==> src/rtl/mem_bus_arbiter.sv <==
// mem_bus_arbiter: round-robin owner of the single-port memory bus.
// One transaction at a time; each bus cycle is bounded by a timeout so a
// memory that never answers cannot hang the requesters.
module mem_bus_arbiter #(
  parameter int NREQ    = 2,
  parameter int AW      = 32,
  parameter int DW      = 32,
  parameter int TIMEOUT = 15
) (
  input  logic              clk,
  input  logic              rst,
  input  logic [NREQ-1:0]   req,
  input  logic [NREQ-1:0]   we,
  input  logic [NREQ*AW-1:0] addr,
  input  logic [NREQ*DW-1:0] wdata,
  output logic [NREQ-1:0]   gnt,
  output logic [NREQ-1:0]   done,
  output logic [NREQ-1:0]   err,
  output logic [DW-1:0]     rdata,
  output logic              mem_valid,
  output logic              mem_we,
  output logic [AW-1:0]     mem_addr,
  output logic [DW-1:0]     mem_wdata,
  input  logic              mem_ready,
  input  logic [DW-1:0]     mem_rdata
);

  localparam int SW = (NREQ > 1) ? $clog2(NREQ) : 1;
  localparam int CW = $clog2(TIMEOUT + 1);
  localparam logic [CW-1:0] CNT_LAST = CW'(TIMEOUT - 1);
  localparam logic [CW-1:0] CNT_MAX  = CW'(TIMEOUT);
  localparam logic [SW-1:0] LAST_RST = SW'(NREQ - 1);

  typedef enum logic {IDLE = 1'b0, BUSY = 1'b1} state_t;

  state_t            state, state_n;
  logic [SW-1:0]     last, last_n;
  logic [SW-1:0]     sel, sel_n;
  logic [CW-1:0]     cnt, cnt_n;
  logic [NREQ-1:0]   gnt_n, done_n, err_n;
  logic [DW-1:0]     rdata_n;
  logic              mem_valid_n, mem_we_n;
  logic [AW-1:0]     mem_addr_n;
  logic [DW-1:0]     mem_wdata_n;

  logic [AW-1:0]     addr_a  [NREQ];
  logic [DW-1:0]     wdata_a [NREQ];
  logic [SW-1:0]     cand;
  logic [SW-1:0]     win_idx;
  logic              win_vld;
  logic [NREQ-1:0]   win_oh;

  // Flat per-requester buses split into indexable lanes.
  for (genvar gi = 0; gi < NREQ; gi++) begin : g_lane
    assign addr_a[gi]  = addr[gi*AW +: AW];
    assign wdata_a[gi] = wdata[gi*DW +: DW];
  end

  // Round-robin pick: first requester at or after last+1, wrapping.
  always_comb begin
    cand    = '0;
    win_idx = '0;
    win_vld = 1'b0;
    for (int k = 1; k <= NREQ; k++) begin
      cand = SW'((int'(last) + k) % NREQ);
      if (!win_vld && req[cand]) begin
        win_vld = 1'b1;
        win_idx = cand;
      end
    end
    win_oh          = '0;
    win_oh[win_idx] = 1'b1;
  end

  // State register; reset aborts any bus cycle in flight.
  always_ff @(posedge clk or posedge rst) begin
    if (rst) state <= IDLE;
    else     state <= state_n;
  end

  // Next-state and next-output decode. Completion clears gnt/mem_valid and
  // moves the round-robin pointer to the owner that just finished.
  always_comb begin
    state_n     = state;
    last_n      = last;
    sel_n       = sel;
    cnt_n       = cnt;
    gnt_n       = gnt;
    done_n      = '0;
    err_n       = '0;
    rdata_n     = rdata;
    mem_valid_n = mem_valid;
    mem_we_n    = mem_we;
    mem_addr_n  = mem_addr;
    mem_wdata_n = mem_wdata;
    case (state)
      IDLE: begin
        if (win_vld) begin
          state_n     = BUSY;
          sel_n       = win_idx;
          gnt_n       = win_oh;
          mem_valid_n = 1'b1;
          mem_we_n    = we[win_idx];
          mem_addr_n  = addr_a[win_idx];
          mem_wdata_n = wdata_a[win_idx];
          cnt_n       = '0;
        end
      end
      BUSY: begin
        if (mem_ready) begin
          // ready on the timeout cycle still counts as a normal completion
          if (!mem_we) rdata_n = mem_rdata;
          done_n      = gnt;
          last_n      = sel;
          gnt_n       = '0;
          mem_valid_n = 1'b0;
          state_n     = IDLE;
        end else if (cnt == CNT_LAST) begin
          done_n      = gnt;
          err_n       = gnt;
          last_n      = sel;
          gnt_n       = '0;
          mem_valid_n = 1'b0;
          state_n     = IDLE;
        end else if (cnt != CNT_MAX) begin
          cnt_n = cnt + 1'b1;
        end
      end
      default: state_n = IDLE;
    endcase
  end

  // Registered datapath and handshake outputs.
  always_ff @(posedge clk or posedge rst) begin
    if (rst) begin
      last      <= LAST_RST;
      sel       <= '0;
      cnt       <= '0;
      gnt       <= '0;
      done      <= '0;
      err       <= '0;
      rdata     <= '0;
      mem_valid <= 1'b0;
      mem_we    <= 1'b0;
      mem_addr  <= '0;
      mem_wdata <= '0;
    end else begin
      last      <= last_n;
      sel       <= sel_n;
      cnt       <= cnt_n;
      gnt       <= gnt_n;
      done      <= done_n;
      err       <= err_n;
      rdata     <= rdata_n;
      mem_valid <= mem_valid_n;
      mem_we    <= mem_we_n;
      mem_addr  <= mem_addr_n;
      mem_wdata <= mem_wdata_n;
    end
  end

endmodule

==> config.mk <==
export PLATFORM = sky130hd
export DESIGN_NAME = mem_bus_arbiter
export DESIGN_NICKNAME = d
export VERILOG_FILES = /design/src/rtl/mem_bus_arbiter.sv
export SDC_FILE = /design/constraint.sdc
export NUM_CORES = 1
export LEC_CHECK = 0
export ABC_AREA = 1
export CORE_AREA = 2 2 106 108
export DETAILED_ROUTE_END_ITERATION = 10
export DIE_AREA = 0 0 108 110
export DONT_BUFFER_PORTS = 1
export HOLD_SLACK_MARGIN = 0.06
export PLACE_DENSITY_LB_ADDON = 0.12
export SYNTH_ARGS = -nofsm -noshare
export SYNTH_HDL_FRONTEND = slang
export SYNTH_SLANG_ARGS = --single-unit
==> constraint.sdc <==
create_clock -name clk -period 4.35 [get_ports clk]
set_clock_uncertainty 0.2 [all_clocks]
set_input_delay 0.6525 -clock clk [delete_from_list [all_inputs] [get_ports clk]]
set_output_delay 0.6525 -clock clk [all_outputs]
set_load 0.01 [all_outputs]
Word-level counts from Yosys, hierarchy flattened
Cells that the tools add are included.
{"block": "word_totals", "register_bits": 111, "elab_cells": 81}
{"block": "classes", "n_lt_le_gt_ge": 5, "n_reduce_logical": 9, "n_eq_ne": 7, "bitwise_logic": 3, "add_sub_neg": 3, "mux": 42}
{"cell": "two-way mux 32 bit", "count": 6}
{"cell": "two-way mux 1 bit", "count": 19}
{"cell": "two-way mux 2 bit", "count": 8}
{"cell": "two-way mux 4 bit", "count": 4}
{"cell": "one-hot mux 4 bit (2 select lines)", "count": 1}
{"cell": "less-than comparator 1 x 2 -> 1 bit (second input constant)", "count": 3}
{"cell": "inequality test 2 bit (second input constant)", "count": 3}
{"cell": "AND reduction 2 bit", "count": 3}
{"cell": "adder 4 x 1 -> 4 bit (second input constant)", "count": 1}
{"cell": "== test 4 bit (second input constant)", "count": 1}
{"cell": "inequality test 4 bit (second input constant)", "count": 1}
{"cell": "one-hot mux 1 bit (2 select lines)", "count": 2}
{"cell": "one-hot mux 2 bit (2 select lines)", "count": 1}
{"cell": "AND reduction 4 bit", "count": 1}
{"cell": "inequality test 3 x 2 -> 1 bit (second input constant)", "count": 1}
{"cell": "AND reduction 3 bit", "count": 1}
{"cell": "adder 1 bit (second input constant)", "count": 2}
{"cell": ">= comparator 2 bit (second input constant)", "count": 1}
{"cell": "logical AND 1 bit", "count": 2}
{"cell": "inequality test 2 x 1 -> 1 bit (second input constant)", "count": 1}
{"cell": "inverter 1 bit", "count": 2}
{"cell": "inverter 1 -> 2 bit", "count": 1}
{"cell": "nonzero test 2 bit", "count": 1}
{"cell": "demux 1 bit (select 1 bit)", "count": 1}
{"cell": "2 further kinds", "count": 2}

Longest topological paths before layout
Gate-level depths: netlist (run 1).
{"block": "depth", "ltp_word": 13, "depth_mapped": 7, "mapped_depth_nobuf": 7}

Worst setup path before layout (run 1)
Ideal clock, no wire load.
{"block": "synth_path", "path_kind": "input-to-reg", "start": "input port req[0]", "end": "register mem_addr[0]", "stages": 5, "required_ns": 4.068, "arrival_ns": 1.399, "path_slack_ns": 2.669, "setup_ns": 0.082, "cell_sequence": "nand2_1 buf_4 clkbuf_1 nand3_1 a31oi_1"}
{"block": "synth_via", "elab_chain_len": 10}
{"item": "start, declared", "line": "12", "source": "input logic [NREQ-1:0] req,"}
{"item": "two-way mux 1 bit (implied by the code) (2 in series)", "line": "66", "source": "if (!win_vld && req[cand]) begin"}
{"item": "two-way mux 1 bit", "line": "66"}
{"item": "zero test 1 bit", "line": "66"}
{"item": "logical AND 1 bit", "line": "66"}
{"item": "two-way mux 1 bit", "line": "66"}
{"item": "inverter 1 -> 2 bit (implied by the code)", "line": "104", "source": "mem_addr_n = addr_a[win_idx];"}
{"item": "two-way mux 32 bit (implied by the code) (3 in series)", "line": "104"}
{"item": "end signal, assigned", "line": "157", "source": "mem_addr <= mem_addr_n;"}
{"item": "end, declared", "line": "22", "source": "output logic [AW-1:0] mem_addr,"}
Several ways; a longest one is shown, not always the timed one. The select of a mux whose other input is x is not followed.
A chain may end at the register's enable or synchronous reset.

Final worst setup path (run 1)
{"block": "layout_path", "start": "register last", "end": "register mem_addr[19]"}
{"block": "layout_via", "elab_chain_len": 11}
{"item": "start, declared", "line": "37", "source": "logic [SW-1:0] last, last_n;"}
{"item": "start signal, assigned", "line": "148", "source": "last <= last_n;"}
{"item": "adder 1 bit", "line": "65", "source": "cand = SW'((int'(last) + k) % NREQ);"}
{"item": "two-way mux 1 bit (implied by the code) (2 in series)", "line": "66"}
{"item": "two-way mux 1 bit", "line": "66"}
{"item": "zero test 1 bit", "line": "66"}
{"item": "logical AND 1 bit", "line": "66"}
{"item": "two-way mux 1 bit", "line": "66"}
{"item": "inverter 1 -> 2 bit (implied by the code)", "line": "104"}
{"item": "two-way mux 32 bit (implied by the code) (3 in series)", "line": "104"}
Several ways; a longest one is shown, not always the timed one. The select of a mux whose other input is x is not followed.

==> reports/qor.txt, run 1 <==
status -> finished clean
RePlAce Congestion -> 0.811
clock share of power -> 0.162
Worst EP arrival -> 2.16 ns
most used cell, CP -> nand2_2
Final setup viols -> 0
CP max stage cell -> dfstp_2
register area -> 0.00278 mm^2
Crit path max-delay family -> simple AND/OR/NAND/NOR gates
clk_lat worst skew -> 0.37 ns
Total Routing Usage GR -> 0.208
max incr delay on CP -> 0.55 ns
Slew HR -> 0.280
Setup TNS -> 0 ns
Yosys top cell by area -> dfrtp_1
Pre-Repair DR Iteration Count -> 4
Setup Fix Bufs, Post-CTS -> 0
DR vias -> 3,868
Clock Sinks -> 111
Post-synth EDFFs -> 0
share of cells above drive strength 1 -> 0.0432
Final min period -> 2.07 ns
Placed Area -> 0.00493 mm^2
Final Max Slew Viols -> 0
RSZ-0062 raised after global routing -> no
leakage -> 2.36 nW
peak supply drop -> 0.268 mV
area of the multi-input gates -> 0.00176 mm^2
Starting Density -> 0.460
CORE AREA -> 0.0107 mm^2
CTS tree -> yes
Sw Pwr -> 0.00136 W
Worst Setup Start Kind -> register
met2 WL -> 6200 um
Seq/Total Area, Yosys -> 0.565
largest net degree at the start of global routing -> 69
Switching Share -> 0.407
crit-path cells -> nand2_2 -> nand2_2 -> buf_4 -> nand2_1 -> a31oi_1
I/O Buffers -> 0
critical path class -> reg -> reg
fin area -> 0.00508 mm^2
post_cts resized -> 0
crit share post-route -> 0.475
critical path required time -> 4.44 ns
CTS clk-pin slew, worst paths -> 0.10 ns
mapped cell area -> 0.00492 mm^2
HP Class -> in -> async
Antenna diodes -> 0
hold_buf cts -> 0
DP Wirelength -> 9160 um
Max FO, Critical Path -> 34
top_reg_cell synth -> dfrtp_1
Die H -> 110 um
endpoints failing hold -> 0
Tightest Pin Transition -> 1.08 ns
R2R setup slack -> 2.28 ns
most common library cells after synthesis -> nand2_1, dfrtp_1, nor2_1
Seq pwr share -> 0.609
post-route ant nets -> 0
Power per Cell Area -> 658 mW/mm^2
Comb pwr share -> 0.229
wire per inst -> 18.5 um
vias per cell -> 5.57
Total Die Area -> 0.0119 mm^2
Async SR Flop Fraction -> 1.00
row count -> 38
root buffer cell -> clkbuf_8
met3 wire len -> 1300 um
Synth top area share -> 0.559
max layer used -> met4
Max clock buf depth -> 2
Syn Nets -> 743
DR iter-0 viols -> 223
Int Power -> 0.00198 W
Distinct cells, synth -> 19
first-pass GRT wire length -> 18,900 um
largest cells by area after synthesis -> dfrtp_1, nand2_1, a31oi_1
M1 wire length -> 5070 um
Routed WL -> 12,900 um
total of max-cap violations -> 0
initial antenna violation count -> 0
# fillers -> 1,054
die width -> 108 um
final core occ -> 0.475
vias in the first global route -> 3,555
# H-tree levels -> 3
fmax -> 484 MHz
grt total ovfl -> 0
final net count -> 719
Mapped Avg Cell Area -> 8.57 um^2
yosys warns -> 0
I/O Pins -> 271
area grow syn2layout -> 3.25%
Remaining DRCs -> 0
Buf+Inv Stages, Crit Path -> 1
CP endpoint kind -> register
Cells after Synth -> 574
TritonCTS Buffers -> 9
count leader, synth -> nand2_1
Synth Register Bits -> 111
cells by family (layout without fill, tap and decap cells):
group | count (synthesis) | in the layout | synth area share
buf+inv | 83 | 64 | 0.0781
flops | 111 | 111 | 0.565
xor+xnor | 1 | 1 | 0.00178
simple gates | 278 | 278 | 0.233
compound gates | 99 | 99 | 0.117
fa+ha+maj | 2 | 2 | 0.00508
placed cells by master, fill, tap and decap left out, types with 2 or more instances in the layout:
cell and n:
buf_4 7, nand3_1 73, nand2_2 2, dfrtp_1 110, clkbuf_1 5, clkbuf_8 9, inv_1 40, nand2_1 125
o21ai_1 33, ha_1 2, nor2_1 74, nor3_1 2, a31oi_1 65
power by group through the flow:
| stage | sequential (W) | combinational, W | clock (W) |
|---|---|---|---|
| floorplan | 0.00193 | 0.000684 | 0 |
| global placement | 0.00206 | 0.000739 | 0 |
| detailed placement | 0.00207 | 0.000780 | 0 |
| CTS | 0.00205 | 0.000775 | 0.000560 |
| global route | 0.00210 | 0.000903 | 0.000608 |
| finish | 0.00204 | 0.000765 | 0.000541 |
state kept, by name, summed over array words and instances, names as in the netlist:
name / flops
mem_addr: 32
mem_wdata: 32
rdata: 32
cnt: 4
done: 2
err: 2
gnt: 2
last: 1
mem_valid: 1
mem_we: 1
sel: 1
state: 1
layout make-up:
cell class,count,share of cell area
Multi-Input combinational cell,380,0.347
Tap cell,140,0.0345
Inverter,41,0.0308
Clock inverter,2,0.00246
Sequential cell,111,0.547
Timing Repair Buffer,7,0.0103
Clock buffer,14,0.0281
path summary, 6_finish.rpt:
path	from	to	depth (start not counted)
worst max-delay path	last	mem_addr[19]	5
worst min-delay path	rst	rdata[31]	1
worst max register to register	last	mem_addr[19]	5
worst min register to register	last	last	2
max in group asynchronous	rst	rdata[7]	2
min in group clk	mem_rdata[28]	rdata[28]	2
metal layers:
layer,up-vias,track usage
met3,29,0.0711
met1,1788,0.259
met5,-,0
met4,0,0.0833
li1,1857,-
met2,194,0.333
through the flow:
stage,std cells,setup WS [ns],hold WS [ns],power [W]
after floorplan,574,0.569,0.243,0.00262
after global placement,679,2.25,0.264,0.00280
after detailed placement,679,2.18,0.264,0.00285
after CTS,695,2.28,0.121,0.00338
after global routing,695,2.12,0.163,0.00361
final,695,2.28,0.111,0.00334
Power figures use the tool's default switching activity.
==> run 2, diff against run 1 <==
clock period = 2.15 ns   (was 4.35 ns; I/O delays follow)
==> run 2 against run 1 <==
  * The run now fails in clock tree synthesis (4_1_cts)
  * Synthesized area did not move
  * Synthesized cell count did not move
==> reports/qor.txt, run 2 <==
Starting Density -> 0.460
most common library cells after synthesis -> nand2_1, dfrtp_1, nor2_1
Clock Sinks -> 111
post_cts resized -> 0
I/O Buffers -> 0
Post-synth EDFFs -> 0
count leader, synth -> nand2_1
Mapped Avg Cell Area -> 8.57 um^2
hold_buf cts -> 140
Syn Nets -> 743
Setup Fix Bufs, Post-CTS -> 0
Seq/Total Area, Yosys -> 0.565
last step reached -> clock tree synthesis (4_1_cts)
DP Wirelength -> 9040 um
yosys warns -> 0
row count -> 38
status -> aborted with a tool error
# H-tree levels -> 3
Yosys top cell by area -> dfrtp_1
RePlAce Congestion -> 0.835
TritonCTS Buffers -> 9
largest cells by area after synthesis -> dfrtp_1, nand2_1, a31oi_1
mapped cell area -> 0.00492 mm^2
Error -> [ERROR RSZ-0060] Max buffer count reached.
Max clock buf depth -> 2
Distinct cells, synth -> 19
Synth Register Bits -> 111
Die H -> 110 um
I/O Pins -> 271
die width -> 108 um
root buffer cell -> clkbuf_8
top_reg_cell synth -> dfrtp_1
Async SR Flop Fraction -> 1.00
Synth top area share -> 0.559
Cells after Synth -> 574
==> run 2: logic make-up after synthesis <==
family,after synthesis,share of synthesized area
fa+ha+maj,2,0.00508
xor+xnor,1,0.00178
compound gates,99,0.117
flops,111,0.565
simple gates,278,0.233
buf+inv,83,0.0781
==> run 2: through the flow <==
stage	setup WS, ns	cell area [um^2]	std cells	hold WS, ns
3_5_place_dp	0.238	4960	679	0.132
3_3_place_gp	0.306	4960	679	0.129
2_1_floorplan	0.285	4920	574	0.243
==> run 3, diff against run 2 <==
CORE_AREA = not set   (was 2 2 106 108)
CORE_UTILIZATION = 40   (was not set)
DIE_AREA = not set   (was 0 0 108 110)
HOLD_SLACK_MARGIN = not set   (was 0.06)
PLACE_DENSITY_LB_ADDON = 0.15   (was 0.12)
==> run 3 against run 2 <==
  * The run again fails in clock tree synthesis (4_1_cts)
  * Synthesized area unchanged
  * Synthesized cell count is the same
==> reports/qor.txt, run 3 <==
Yosys top cell by area -> dfrtp_1
yosys warns -> 0
mux contribution to synthesized area -> 0
post_cts resized -> 0
Post-Synth Adder-Cell Area -> 0.00509
main combinational cell family by area after synthesis -> simple AND/OR/NAND/NOR gates
Syn Nets -> 743
hold_buf cts -> 142
Seq/Total Area, Yosys -> 0.565
Die H -> 113 um
DP Wirelength -> 8920 um
TritonCTS Buffers -> 9
Setup Fix Bufs, Post-CTS -> 0
Max clock buf depth -> 2
Clock Sinks -> 111
I/O Pins -> 271
die width -> 113 um
# H-tree levels -> 3
Synth Register Bits -> 111
Distinct cells, synth -> 19
root buffer cell -> clkbuf_16
Compound-Gate Fraction of Synth Area -> 0.117
row count -> 40
Synth top area share -> 0.559
Mapped Avg Cell Area -> 8.57 um^2
Cells after Synth -> 574
largest cells by area after synthesis -> dfrtp_1, nand2_1, a31oi_1
mapped cell area -> 0.00492 mm^2
I/O Buffers -> 0
Synth Area in Simple Gates -> 0.233
status -> aborted with a tool error
top_reg_cell synth -> dfrtp_1
Post-synth EDFFs -> 0
Error -> [ERROR RSZ-0060] Max buffer count reached.
Async SR Flop Fraction -> 1.00
RePlAce Congestion -> 0.800
xor/xnor share of the synthesized area -> 0.00178
last step reached -> clock tree synthesis (4_1_cts)
most common library cells after synthesis -> nand2_1, dfrtp_1, nor2_1
count leader, synth -> nand2_1
Starting Density -> 0.410
## run 3: cell counts after synthesis
Identical to the previous run, type by type.
## run 3: stage by stage
stage / hold slack [ns] / util / instances / setup WS (ns) / cell area, um^2
after detailed placement: 0.0374 / 0.417 / 689 / 0.551 / 5010
after global placement: 0.0300 / 0.417 / 689 / 0.629 / 5010
after floorplan: 0.243 / - / 574 / 0.285 / 4920
## run 3: logic make-up after synthesis
kind of cell | Yosys count
AND/OR/NAND/NOR | 278
flip-flops | 111
AO/OA/AOI/OAI | 99
buffers and inverters | 83
adder cells (fa/ha/maj) | 2
XOR/XNOR | 1
